## src/rtl/pipeline_ctrl.sv

```systemverilog
// pipeline_ctrl -- hazard / stall / flush controller for a 5-stage in-order pipeline.
//
// Ports:
//   clk          rising-edge clock for all state
//   rst_n        asynchronous active-low reset
//   hz_stall     load-use hazard flagged by the decode-stage hazard detector
//   br_taken     branch/jump redirect resolved in EX
//   imem_ready   instruction fetch data valid this cycle
//   dmem_req     MEM stage holds a load/store this cycle
//   dmem_ready   data memory completes the MEM access this cycle
//   pc_we        PC register write enable
//   if_id_we     IF/ID register write enable
//   if_id_flush  IF/ID register loads a NOP
//   id_ex_bubble ID/EX register loads a NOP
//   ex_mem_we    EX/MEM and MEM/WB register write enable
//   state        current FSM state (RUN=0, LDSTALL=1, FLUSH=2, MWAIT=3)
//   stall_cnt    count of frozen or stalled cycles
//   flush_cnt    count of accepted redirects
//
// Build option: define PIPELINE_CTRL_PERF_EN to enable the saturating
// performance counters; otherwise both counters read as constant zero and
// no counter flops exist.
//
// Control outputs are combinational from the current state and inputs and
// are held inactive while rst_n is low.

module pipeline_ctrl (
    input  logic        clk,
    input  logic        rst_n,
    input  logic        hz_stall,
    input  logic        br_taken,
    input  logic        imem_ready,
    input  logic        dmem_req,
    input  logic        dmem_ready,
    output logic        pc_we,
    output logic        if_id_we,
    output logic        if_id_flush,
    output logic        id_ex_bubble,
    output logic        ex_mem_we,
    output logic [1:0]  state,
    output logic [31:0] stall_cnt,
    output logic [31:0] flush_cnt
);

    typedef enum logic [1:0] {
        RUN     = 2'd0,
        LDSTALL = 2'd1,
        FLUSH   = 2'd2,
        MWAIT   = 2'd3
    } state_e;

    state_e state_q, state_d;
    state_e ret_q, ret_d;
    state_e eff_state;

    // Set once a bubble has been inserted for the hazard currently reported;
    // cleared when hz_stall drops. Keeps a long-held hz_stall (the held IF/ID
    // pair, or freeze cycles in between) from producing a second bubble.
    logic served_q, served_d;

    logic freeze;
    logic br_acc;
    logic pc_we_c, if_id_we_c, if_id_flush_c, id_ex_bubble_c, ex_mem_we_c;

    assign freeze = (dmem_req & ~dmem_ready) | ~imem_ready;

    // MWAIT behaves as the state it interrupted once the freeze lifts.
    assign eff_state = (state_q == MWAIT) ? ret_q : state_q;

    always_comb begin
        state_d        = state_q;
        ret_d          = ret_q;
        served_d       = served_q & hz_stall;
        br_acc         = 1'b0;
        pc_we_c        = 1'b0;
        if_id_we_c     = 1'b0;
        if_id_flush_c  = 1'b0;
        id_ex_bubble_c = 1'b0;
        ex_mem_we_c    = 1'b0;

        if (freeze) begin
            if (state_q != MWAIT) begin
                ret_d   = state_q;
                state_d = MWAIT;
            end
        end else begin
            case (eff_state)
                FLUSH: begin
                    pc_we_c       = 1'b1;
                    if_id_we_c    = 1'b1;
                    if_id_flush_c = 1'b1;
                    ex_mem_we_c   = 1'b1;
                    if (br_taken) begin
                        id_ex_bubble_c = 1'b1;
                        br_acc         = 1'b1;
                        state_d        = FLUSH;
                    end else begin
                        state_d = RUN;
                    end
                end
                default: begin
                    // RUN and LDSTALL; LDSTALL never looks at hz_stall.
                    if (br_taken) begin
                        pc_we_c        = 1'b1;
                        if_id_flush_c  = 1'b1;
                        id_ex_bubble_c = 1'b1;
                        ex_mem_we_c    = 1'b1;
                        br_acc         = 1'b1;
                        state_d        = FLUSH;
                    end else if ((eff_state == RUN) && hz_stall && !served_q) begin
                        id_ex_bubble_c = 1'b1;
                        ex_mem_we_c    = 1'b1;
                        served_d       = 1'b1;
                        state_d        = LDSTALL;
                    end else begin
                        pc_we_c     = 1'b1;
                        if_id_we_c  = 1'b1;
                        ex_mem_we_c = 1'b1;
                        state_d     = RUN;
                    end
                end
            endcase
        end
    end

    always_ff @(posedge clk or negedge rst_n) begin
        if (!rst_n) begin
            state_q  <= RUN;
            ret_q    <= RUN;
            served_q <= 1'b0;
        end else begin
            state_q  <= state_d;
            ret_q    <= ret_d;
            served_q <= served_d;
        end
    end

    assign pc_we        = rst_n & pc_we_c;
    assign if_id_we     = rst_n & if_id_we_c;
    assign if_id_flush  = rst_n & if_id_flush_c;
    assign id_ex_bubble = rst_n & id_ex_bubble_c;
    assign ex_mem_we    = rst_n & ex_mem_we_c;
    assign state        = state_q;

`ifdef PIPELINE_CTRL_PERF_EN
    logic [31:0] stall_cnt_q;
    logic [31:0] flush_cnt_q;

    always_ff @(posedge clk or negedge rst_n) begin
        if (!rst_n) begin
            stall_cnt_q <= '0;
            flush_cnt_q <= '0;
        end else begin
            if (!pc_we_c && (stall_cnt_q != '1)) begin
                stall_cnt_q <= stall_cnt_q + 32'd1;
            end
            if (br_acc && (flush_cnt_q != '1)) begin
                flush_cnt_q <= flush_cnt_q + 32'd1;
            end
        end
    end

    assign stall_cnt = stall_cnt_q;
    assign flush_cnt = flush_cnt_q;
`else
    assign stall_cnt = '0;
    assign flush_cnt = '0;
`endif

endmodule
```

## config.mk

```make
export PLATFORM = sky130hd
export DESIGN_NAME = pipeline_ctrl
export DESIGN_NICKNAME = d
export VERILOG_FILES = /design/src/rtl/pipeline_ctrl.sv
export SDC_FILE = /design/constraint.sdc
export NUM_CORES = 1
export LEC_CHECK = 0
export ABC_AREA = 1
export BUFFER_PORTS_ARGS = -buffer_cell sky130_fd_sc_hd__buf_4
export CAP_MARGIN = 10
export CORE_UTILIZATION = 38
export DETAILED_ROUTE_END_ITERATION = 8
export PLACE_DENSITY = 0.84
export SLEW_MARGIN = 40
export SYNTH_ARGS = -nofsm -noshare
export SYNTH_HDL_FRONTEND = slang
export SYNTH_SLANG_ARGS = --single-unit
```

## constraint.sdc

```tcl
create_clock -name clk -period 2.4 [get_ports clk]
set_input_delay 0.48 -clock clk [delete_from_list [all_inputs] [get_ports clk]]
set_output_delay 0.48 -clock clk [all_outputs]
set_load 0.05 [all_outputs]
```

==> flow_summary.json, run 1 <==
{
  "min_path_type": "in2async",
  "synth_area_per_cell_um2": 7.52,
  "synthCells": 105,
  "yosys_most_used_dff": "dfrtp_1",
  "yosys_register_bits": 5,
  "grt_pass1_wl_um": 1080,
  "layout-drive-gt1-share": 0.207,
  "setup-violations-final": 0,
  "outcome": "finished clean",
  "rows": 16,
  "area_delta_synth_final_pct": -10.9,
  "cts_hold_buf": 0,
  "placed_cell_area_um2": 677,
  "cp-start-kind": "flop",
  "cts_buffer_depth": 2,
  "wl_per_cell_um": 5.83,
  "post_cts_buffers": 0,
  "power_uw": 514,
  "root_buffer": "clkbuf_4",
  "p_leak_uw": 0.000451,
  "worst_ir_drop_vdd_v": 0.000303,
  "crit_chain": "inv_2, o21ai_4, nand4_4, a21oi_2, buf_4",
  "grt_pass1_vias": 277,
  "io-pin-count": 78,
  "power_density_nw_per_um2": 731,
  "final_max_slew_viol_count": 0,
  "cp_slowest_cell": "dfrtp_1",
  "cpPeakStageDelay_ps": 410,
  "syn_area_um2": 790,
  "synth_edf_count": 0,
  "htree_levels": 1,
  "yosysTopAreaCellShare": 0.609,
  "die_x_um": 47.6,
  "yosysSeqAreaShare": 0.158,
  "antenna_found_initial": 0,
  "core_region_area_um2": 1960,
  "start_util": 0.402,
  "fin_crit_sh": 0.774,
  "fin_area_um2": 703,
  "fin_setup_tns_ps": 0,
  "first_pass_iters": 4,
  "critPathArrivalTime_ps": 1380,
  "die_y_um": 47.6,
  "vias": 449,
  "netlist_top_cells_area": "buf_4 61%, dfrtp_1 16%, nor2_1 4.3%",
  "drt-vias-per-instance": 3.03,
  "synthArstFlopShare": 1.00,
  "dp_hpwl_um": 773,
  "drv_cap": 0,
  "grt_overflow": 0,
  "portBuffers": 13,
  "ys.warnings.count": 0,
  "drtIter0Drc": 5,
  "nNetsFinal": 129,
  "clk_transition_reported_paths_ps": 40,
  "path_class": "reg2out",
  "synth_top_cell_by_area": "buf_4",
  "hold_violations": 0,
  "cp_data_required_time_ps": 1920,
  "cts_tree": "done",
  "gp_congestion": 0.756,
  "antenna_cells": 0,
  "fin_util": 0.358,
  "clock_latency_ps": 240,
  "final_antenna_net_count": 0,
  "rsz0062_at_grt": "false",
  "wirelength_um": 863,
  "crit_path_end_kind": "output port",
  "grt_max_degree": 7,
  "synth.most_common_cell": "buf_4",
  "cp_max_fo": 4,
  "synth_cell_types": 14,
  "max_freq_mhz": 538,
  "dieArea_um2": 2260,
  "drc_errors": 0,
  "period_minus_slack_ps": 1860,
  "synth_common_cells": "64 x buf_4, 9 x nor2_1, 8 x nand2_1",
  "grt_use_total": 0.0699,
  "fin_skew_ps": 0.825,
  "cts_buffers": 3,
  "cts_resized": 0,
  "cts_sinks": 5
}
kinds of logic after synthesis:
group                  count (synthesis)  synth area share
buffers and inverters                 73             0.651
and+or+nand+nor                       21             0.130
AOI/OAI and AO/OA                      5            0.0555
DFF                                    5             0.158
other                                  1           0.00475
worst paths after layout:
| check | start | to | slack [ps] | cells after the start |
|---|---|---|---|---|
| min in group clk | br_taken | state[0]$_DFFE_PN0P_ | 410 | 2 |
| max | state[0]$_DFFE_PN0P_ | id_ex_bubble | 540 | 5 |
| min | rst_n | state[1]$_DFFE_PN0P_ | 40 | 1 |
| max reg2reg | state[0]$_DFFE_PN0P_ | state[0]$_DFFE_PN0P_ | 1410 | 4 |
| max in group asynchronous | rst_n | ret_q[1]$_DFFE_PN0P_ | 2250 | 1 |
| min reg2reg | served_q$_DFF_PN0_ | served_q$_DFF_PN0_ | 500 | 2 |
sequential cells by signal, indices dropped and copies added, names as in the netlist:
register and flops:
ret_q 2, state 2, served_q 1
worst max-delay path: cells and delay by family, from the launching register on:
family                 cells  cell delay [ps]
AOI/OAI and AO/OA          2              330
buffers and inverters      2              260
and+or+nand+nor            1              140
DFF                        1              410
cells in the final DEF, fill, tap and decap left out:
master,count
conb_1,64
buf_4,13
nor2_1,9
nand2_1,8
inv_1,6
dfrtp_1,5
inv_2,3
clkbuf_4,3
nand2_2,2
o21ai_1,2
o21ai_4,1
nand4_4,1
a21oi_2,1
nand3_1,1
o21ai_2,1
clkbuf_1,1
report_power, final:
| group | internal, uW | leakage, uW | switching, uW | total (uW) |
|---|---|---|---|---|
| sequential | 93.6 | 0.0000582 | 8.67 | 102 |
| clock | 62.8 | 0.0000150 | 33.8 | 96.6 |
| combinational | 33.5 | 0.000378 | 282 | 315 |
| total | 190 | 0.000451 | 324 | 514 |
cell type report:
cell class / instances / area, um2
clock buffer: 4 / 26.3
fill: 237 / 1260
inverter: 9 / 33.8
multi-input combinational: 90 / 387
sequential: 5 / 125
tap: 27 / 33.8
timing repair buffer: 13 / 97.6
metrics by stage:
step | cells | setup slack [ps] | hold slack, ps
after CTS | 148 | 517 | 26.1
after detailed placement | 144 | 598 | 288
final | 148 | 542 | 37.9
after global placement | 144 | 596 | 286
after global routing | 148 | 453 | 27.8
after floorplan | 168 | 63.2 | 184
metal layers:
metal  routed length, um  share of wire  track usage
met1                 269           0.31       0.0753
met2                 493           0.57        0.123
met3                  99           0.11       0.0113
met4                   0              0       0.0500
met5                   0              0            0
Power figures use the tool's default switching activity.
==> inputs of run 2 (changes only) <==
--- a/config.mk
+++ b/config.mk
@@ -5,12 +5,12 @@
 export SDC_FILE = /design/constraint.sdc
 export NUM_CORES = 1
 export LEC_CHECK = 0
-export ABC_AREA = 1
+export ABC_AREA = 0
 export BUFFER_PORTS_ARGS = -buffer_cell sky130_fd_sc_hd__buf_4
 export CAP_MARGIN = 10
-export CORE_UTILIZATION = 38
+export CORE_UTILIZATION = 35
 export DETAILED_ROUTE_END_ITERATION = 8
-export PLACE_DENSITY = 0.84
+export PLACE_DENSITY = 0.79
 export SLEW_MARGIN = 40
 export SYNTH_ARGS = -nofsm -noshare
 export SYNTH_HDL_FRONTEND = slang
==> constraint.sdc (replaced) <==
create_clock -name clk -period 1.95 [get_ports clk]
set_input_delay 0.39 -clock clk [delete_from_list [all_inputs] [get_ports clk]]
set_output_delay 0.39 -clock clk [all_outputs]
set_load 0.05 [all_outputs]
==> run 2 against run 1 <==
Clock power grew 20%. Die area grew 5.4%. Register-to-register slack worse by 580 ps. Via count decreased by 0.67%. Largest power group unchanged. Highest routed layer unchanged.
==> flow_summary.json, run 2 <==
{
  "syn_area_um2": 768,
  "cts_tree": "done",
  "yosysSeqAreaShare": 0.163,
  "r2r_cells": 3,
  "power_uw": 616,
  "drc_errors": 0,
  "cp-start-kind": "flop",
  "root_buffer": "clkbuf_4",
  "cts_buffers": 3,
  "critPathLaunch": "state[0]$_DFFE_PN0P_",
  "setup-violations-final": 0,
  "finalWorstSetupSlack_ps": 79.1,
  "final_antenna_net_count": 0,
  "nNetsFinal": 120,
  "clock_latency_ps": 240,
  "reg2reg_to": "state[0]$_DFFE_PN0P_",
  "pwr-share-seq": 0.201,
  "grtUsageMet2": 0.116,
  "placed_cell_area_um2": 679,
  "layout-drive-gt1-share": 0.188,
  "synth_common_cells": "64 x buf_4, 5 x dfrtp_1, 3 x a21oi_1, 3 x inv_1, 3 x nor2b_1",
  "synth_edf_count": 0,
  "dieArea_um2": 2390,
  "endpoint": "id_ex_bubble",
  "synthArstFlopShare": 1.00,
  "grt_max_degree": 7,
  "die_y_um": 48.9,
  "yosysTopAreaCellShare": 0.625,
  "power_density_nw_per_um2": 855,
  "gp_congestion": 0.755,
  "cp_max_fo": 6,
  "rsz0062_at_grt": "false",
  "final_common_cell": "conb_1",
  "yosys_register_bits": 5,
  "portBuffers": 13,
  "grt_pass1_vias": 300,
  "synth_top_cell_by_area": "buf_4",
  "netlist_top_cells_area": "buf_4 63%, dfrtp_1 16%, nor2b_1 2.4%",
  "final_max_slew_viol_count": 0,
  "layout_common_cells": "64 x conb_1, 12 x buf_4, 4 x dfrtp_1",
  "wirelength_um": 874,
  "htree_levels": 1,
  "cpPeakStageDelay_ps": 430,
  "synth.most_common_cell": "buf_4",
  "synth_area_per_cell_um2": 8.09,
  "p_sw_uw": 381,
  "hold_violations": 0,
  "power_frac_clock": 0.188,
  "path_buf_inv": 1,
  "cts_buffer_depth": 2,
  "met1_usage": 0.0538,
  "grt_use_total": 0.0658,
  "grt_pass1_wl_um": 1140,
  "fill_cells": 228,
  "ff2ff_setup_slack_ps": 830,
  "critPathArrivalTime_ps": 1480,
  "fin_crit_sh": 0.959,
  "drtIter0Drc": 1,
  "first_pass_iters": 4,
  "synthCells": 95,
  "fin_area_um2": 721,
  "grt_util_met3": 0.0405,
  "cp_slowest_cell": "dfrtp_2",
  "cp_data_required_time_ps": 1560,
  "drv_cap": 0,
  "cts_sinks": 5,
  "rows": 16,
  "area_delta_synth_final_pct": -6.19,
  "wl_per_cell_um": 6.29,
  "post_cts_buffers": 0,
  "start_util": 0.380,
  "die_x_um": 48.9,
  "min_path_type": "in2reg",
  "yosys_most_used_dff": "dfrtp_1",
  "comb_power_share": 0.611,
  "vias": 446,
  "p_int_uw": 235,
  "grt_overflow": 0,
  "core_region_area_um2": 2020,
  "crit_path_end_kind": "output port",
  "drt-vias-per-instance": 3.21,
  "max_freq_mhz": 534,
  "synth_cell_types": 19,
  "antenna_cells": 0,
  "outcome": "finished clean",
  "p_leak_uw": 0.000425,
  "top_usage_layer": "met2",
  "worst_ir_drop_vdd_v": 0.000241,
  "fin_skew_ps": 2.71,
  "swShare": 0.619,
  "io-pin-count": 78,
  "dp_hpwl_um": 762,
  "crit_chain": "or2_1, a21bo_1, a21oi_4, buf_6",
  "fin_cells": 139,
  "ys.warnings.count": 0,
  "antenna_found_initial": 0,
  "cp.depth": 4,
  "clk_transition_reported_paths_ps": 40,
  "path_class": "reg2out",
  "place_inst": 134,
  "pre_cts_slack_ps": 163,
  "cp_top_family": "flip-flops",
  "worstReg2RegStart": "state[0]$_DFFE_PN0P_",
  "period_minus_slack_ps": 1870
}
-- run 2: per-stage QoR --
| step | setup TNS, ps | hold WS [ps] | util |
|---|---|---|---|
| 3_5_place_dp | 0 | 196 | 0.336 |
| 5_1_grt | 0 | 372 | 0.356 |
| 2_1_floorplan | -196 | 94.4 | - |
| 6_report | 0 | 367 | 0.356 |
| 4_1_cts | 0 | 365 | 0.354 |
| 3_3_place_gp | 0 | 195 | 0.336 |
-- run 2: kinds of logic (layout without fill, tap and decap cells) --
logic type	count (synthesis)	in the layout	share of synthesized area
flip-flops	5	5	0.163
other	1	64	0.00488
AND/OR/NAND/NOR	10	10	0.0798
AO/OA/AOI/OAI	12	12	0.112
buffers and inverters	67	21	0.640
-- run 2: final cells by class --
cell class,instances,area [um2],share of cell area
sequential,5,126,0.175
multi-input combinational,86,412,0.571
tap,27,33.8,0.0469
clock buffer,4,26.3,0.0365
inverter,3,11.3,0.0156
timing repair buffer,14,111,0.155
-- run 2: power groups by stage --
stage               registers [uW]  clock network [uW]  logic [uW]
detailed placement             125                   0         373
floorplan                      133                   0         432
global route                   125                 131         390
CTS                            124                 122         374
global placement               125                   0         371
finish                         124                 116         376
-- run 2: how the worst min path moves through the flow --
stage | startpoint | end | slack, ps | cells after the start
5_1_grt | br_taken | state[0]$_DFFE_PN0P_ | 370 | 2
3_5_place_dp | rst_n | ret_q[0]$_DFFE_PN0P_ | 200 | 1
3_3_place_gp | rst_n | ret_q[1]$_DFFE_PN0P_ | 200 | 1
6_report | br_taken | state[0]$_DFFE_PN0P_ | 370 | 2
4_1_cts | br_taken | state[0]$_DFFE_PN0P_ | 360 | 2
2_1_floorplan | rst_n | ret_q[0]$_DFFE_PN0P_ | 90 | 0
-- run 2: timing repair --
item,4_1_cts,5_1_grt
setup endpoints to repair,0,1
endpoints found under the hold margin,5,0
hold buffers,1,0
resized for setup,0,2
-- run 2: layer usage --
layer / part of all wire / vias up
met5: 0 / -
met4: 0 / 0
met3: 0.14 / 0
met2: 0.55 / 45
met1: 0.31 / 192
li1: - / 209
-- run 2: worst register-to-register path: stages (launching register included) --
cell	delay (ps)
dfrtp_2	430
or2_1	250
a21bo_1	240
o21ai_1	130
==> inputs of run 3 (changes only) <==
--- a/config.mk
+++ b/config.mk
@@ -6,12 +6,13 @@
 export NUM_CORES = 1
 export LEC_CHECK = 0
 export ABC_AREA = 0
+export ABC_CLOCK_PERIOD_IN_PS = 1950
 export BUFFER_PORTS_ARGS = -buffer_cell sky130_fd_sc_hd__buf_4
 export CAP_MARGIN = 10
 export CORE_UTILIZATION = 35
 export DETAILED_ROUTE_END_ITERATION = 8
 export PLACE_DENSITY = 0.79
-export SLEW_MARGIN = 40
+export RECOVER_POWER = 100
 export SYNTH_ARGS = -nofsm -noshare
 export SYNTH_HDL_FRONTEND = slang
 export SYNTH_SLANG_ARGS = --single-unit
==> run 3 against run 2 <==
Setup slack better by 5.6 ps. Clock skew hardly changed. Cell area is 2.3% lower. First-iteration DRC count stayed put. Core utilization is 0.80 points lower. Clock power hardly changed. Critical path depth stayed put. Via count is 0.45% higher. Sequential share of layout area is 0.40 points higher. Global-route usage stayed put. Wire length is 0.69% higher. Combinational power is 2% lower. Critical path type unchanged. Highest routed layer unchanged.
==> flow_summary.json, run 3 (synthesized netlist as in run 2, its figures left out) <==
{
  "critPathArrivalTime_ps": 1480,
  "grt_use_total": 0.0658,
  "drc_errors": 0,
  "fin_crit_sh": 0.957,
  "seq_area_um2": 126,
  "hold_violations": 0,
  "grt_pass1_wl_um": 1140,
  "grt_pass1_vias": 300,
  "root_buffer": "clkbuf_4",
  "dr_wl_met2_um": 481,
  "final_antenna_net_count": 0,
  "cts_buffers": 3,
  "p_int_uw": 230,
  "htree_levels": 1,
  "cp_data_required_time_ps": 1560,
  "critPathLaunch": "state[0]$_DFFE_PN0P_",
  "cpPeakStageDelay_ps": 430,
  "first_pass_iters": 4,
  "worstReg2RegStart": "state[0]$_DFFE_PN0P_",
  "rsz0062_at_grt": "false",
  "p_sw_uw": 380,
  "place_inst": 134,
  "power_frac_clock": 0.190,
  "grt_overflow": 0,
  "die_x_um": 48.9,
  "cp-start-kind": "flop",
  "max_freq_mhz": 536,
  "cts_sinks": 5,
  "drtIter0Drc": 1,
  "path_buf_inv": 1,
  "core_region_area_um2": 2020,
  "comb_power_share": 0.607,
  "min_path_type": "in2reg",
  "path_class": "reg2out",
  "period_minus_slack_ps": 1870,
  "clock_latency_ps": 240,
  "setup-violations-final": 0,
  "dp_hpwl_um": 762,
  "die_y_um": 48.9,
  "p_leak_uw": 0.000416,
  "final_common_cell": "conb_1",
  "min_from": "br_taken",
  "crit_chain": "or2_1, a21bo_1, a21oi_4, buf_6",
  "antenna_cells": 0,
  "vias": 448,
  "portBuffers": 13,
  "wl_met1_um": 279,
  "rows": 16,
  "tightest_slew_ps": 600,
  "worst_ir_drop_vdd_v": 0.000241,
  "swShare": 0.623,
  "area_delta_synth_final_pct": -8.31,
  "final_max_slew_viol_count": 0,
  "finalWorstSetupSlack_ps": 84.7,
  "gp_congestion": 0.755,
  "cts_tree": "done",
  "layout_common_cells": "64 x conb_1, 6 x clkbuf_4, 5 x buf_4",
  "layout-drive-gt1-share": 0.161,
  "routed.top_layer": "met3",
  "start_util": 0.380,
  "fin_cells": 139,
  "multiInputGateArea_um2": 408,
  "pre_cts_slack_ps": 163,
  "wl_per_cell_um": 6.33,
  "wirelength_um": 880,
  "dieArea_um2": 2390,
  "grt_max_degree": 7,
  "outcome": "finished clean",
  "antenna_found_initial": 0,
  "crit_path_end_kind": "output port",
  "post_cts_buffers": 0,
  "fin_util": 0.348,
  "drt-vias-per-instance": 3.22,
  "slew_headroom": 0.602,
  "cp_max_fo": 6,
  "cp_top_family": "flip-flops",
  "cts_buffer_depth": 2,
  "nNetsFinal": 120,
  "fin_skew_ps": 2.72,
  "clk_transition_reported_paths_ps": 40,
  "io-pin-count": 78,
  "cp_slowest_cell": "dfrtp_2",
  "hold_slack_ps": 388,
  "fill_cells": 231,
  "power_density_nw_per_um2": 866,
  "pwr-share-seq": 0.203,
  "dr_wl_met3_um": 119,
  "drv_cap": 0
}
run 3: metrics by stage:
stage / area, um2 / power (uW) / TNS (ps)
5_1_grt: 704 / 640 / 0
6_report: 704 / 610 / 0
4_1_cts: 716 / 621 / 0
3_5_place_dp: 679 / 498 / 0
3_3_place_gp: 679 / 496 / 0
2_1_floorplan: 1030 / 564 / -196
run 3: worst paths after layout:
path / cells past startpoint / slack (ps) / endpoint
setup / recovery: 4 / 80 / id_ex_bubble
hold reg to reg: 1 / 500 / ret_q[1]$_DFFE_PN0P_
hold / removal: 2 / 390 / state[0]$_DFFE_PN0P_
setup reg to reg: 3 / 790 / state[0]$_DFFE_PN0P_
min in group asynchronous: 2 / 550 / state[1]$_DFFE_PN0P_
max in group asynchronous: 2 / 1210 / state[0]$_DFFE_PN0P_
run 3: layout make-up:
class / count / area share
multi-input cells: 86 / 0.579
flip-flops and latches: 5 / 0.179
repair buffers: 14 / 0.140
well taps: 27 / 0.0480
clock buffers: 4 / 0.0373
inverters: 3 / 0.0160
run 3: per-layer routing:
metal / GRT usage / vias to the layer above
met5: 0 / -
met4: 0.0441 / 0
met3: 0.0405 / 0
met2: 0.116 / 45
met1: 0.0538 / 193
li1: - / 210
run 3: power by group through the flow:
stage	Combinational [uW]	Clock [uW]	Sequential (uW)
floorplan	432	0	133
global placement	371	0	125
detailed placement	373	0	125
CTS	374	122	124
global route	384	131	125
finish	370	116	124
run 3: timing repair:
action,4_1_cts,5_1_grt
setup endpoints to repair,0,1
endpoints found under the hold margin,5,0
hold buffers,1,0
gates resized for setup,0,2
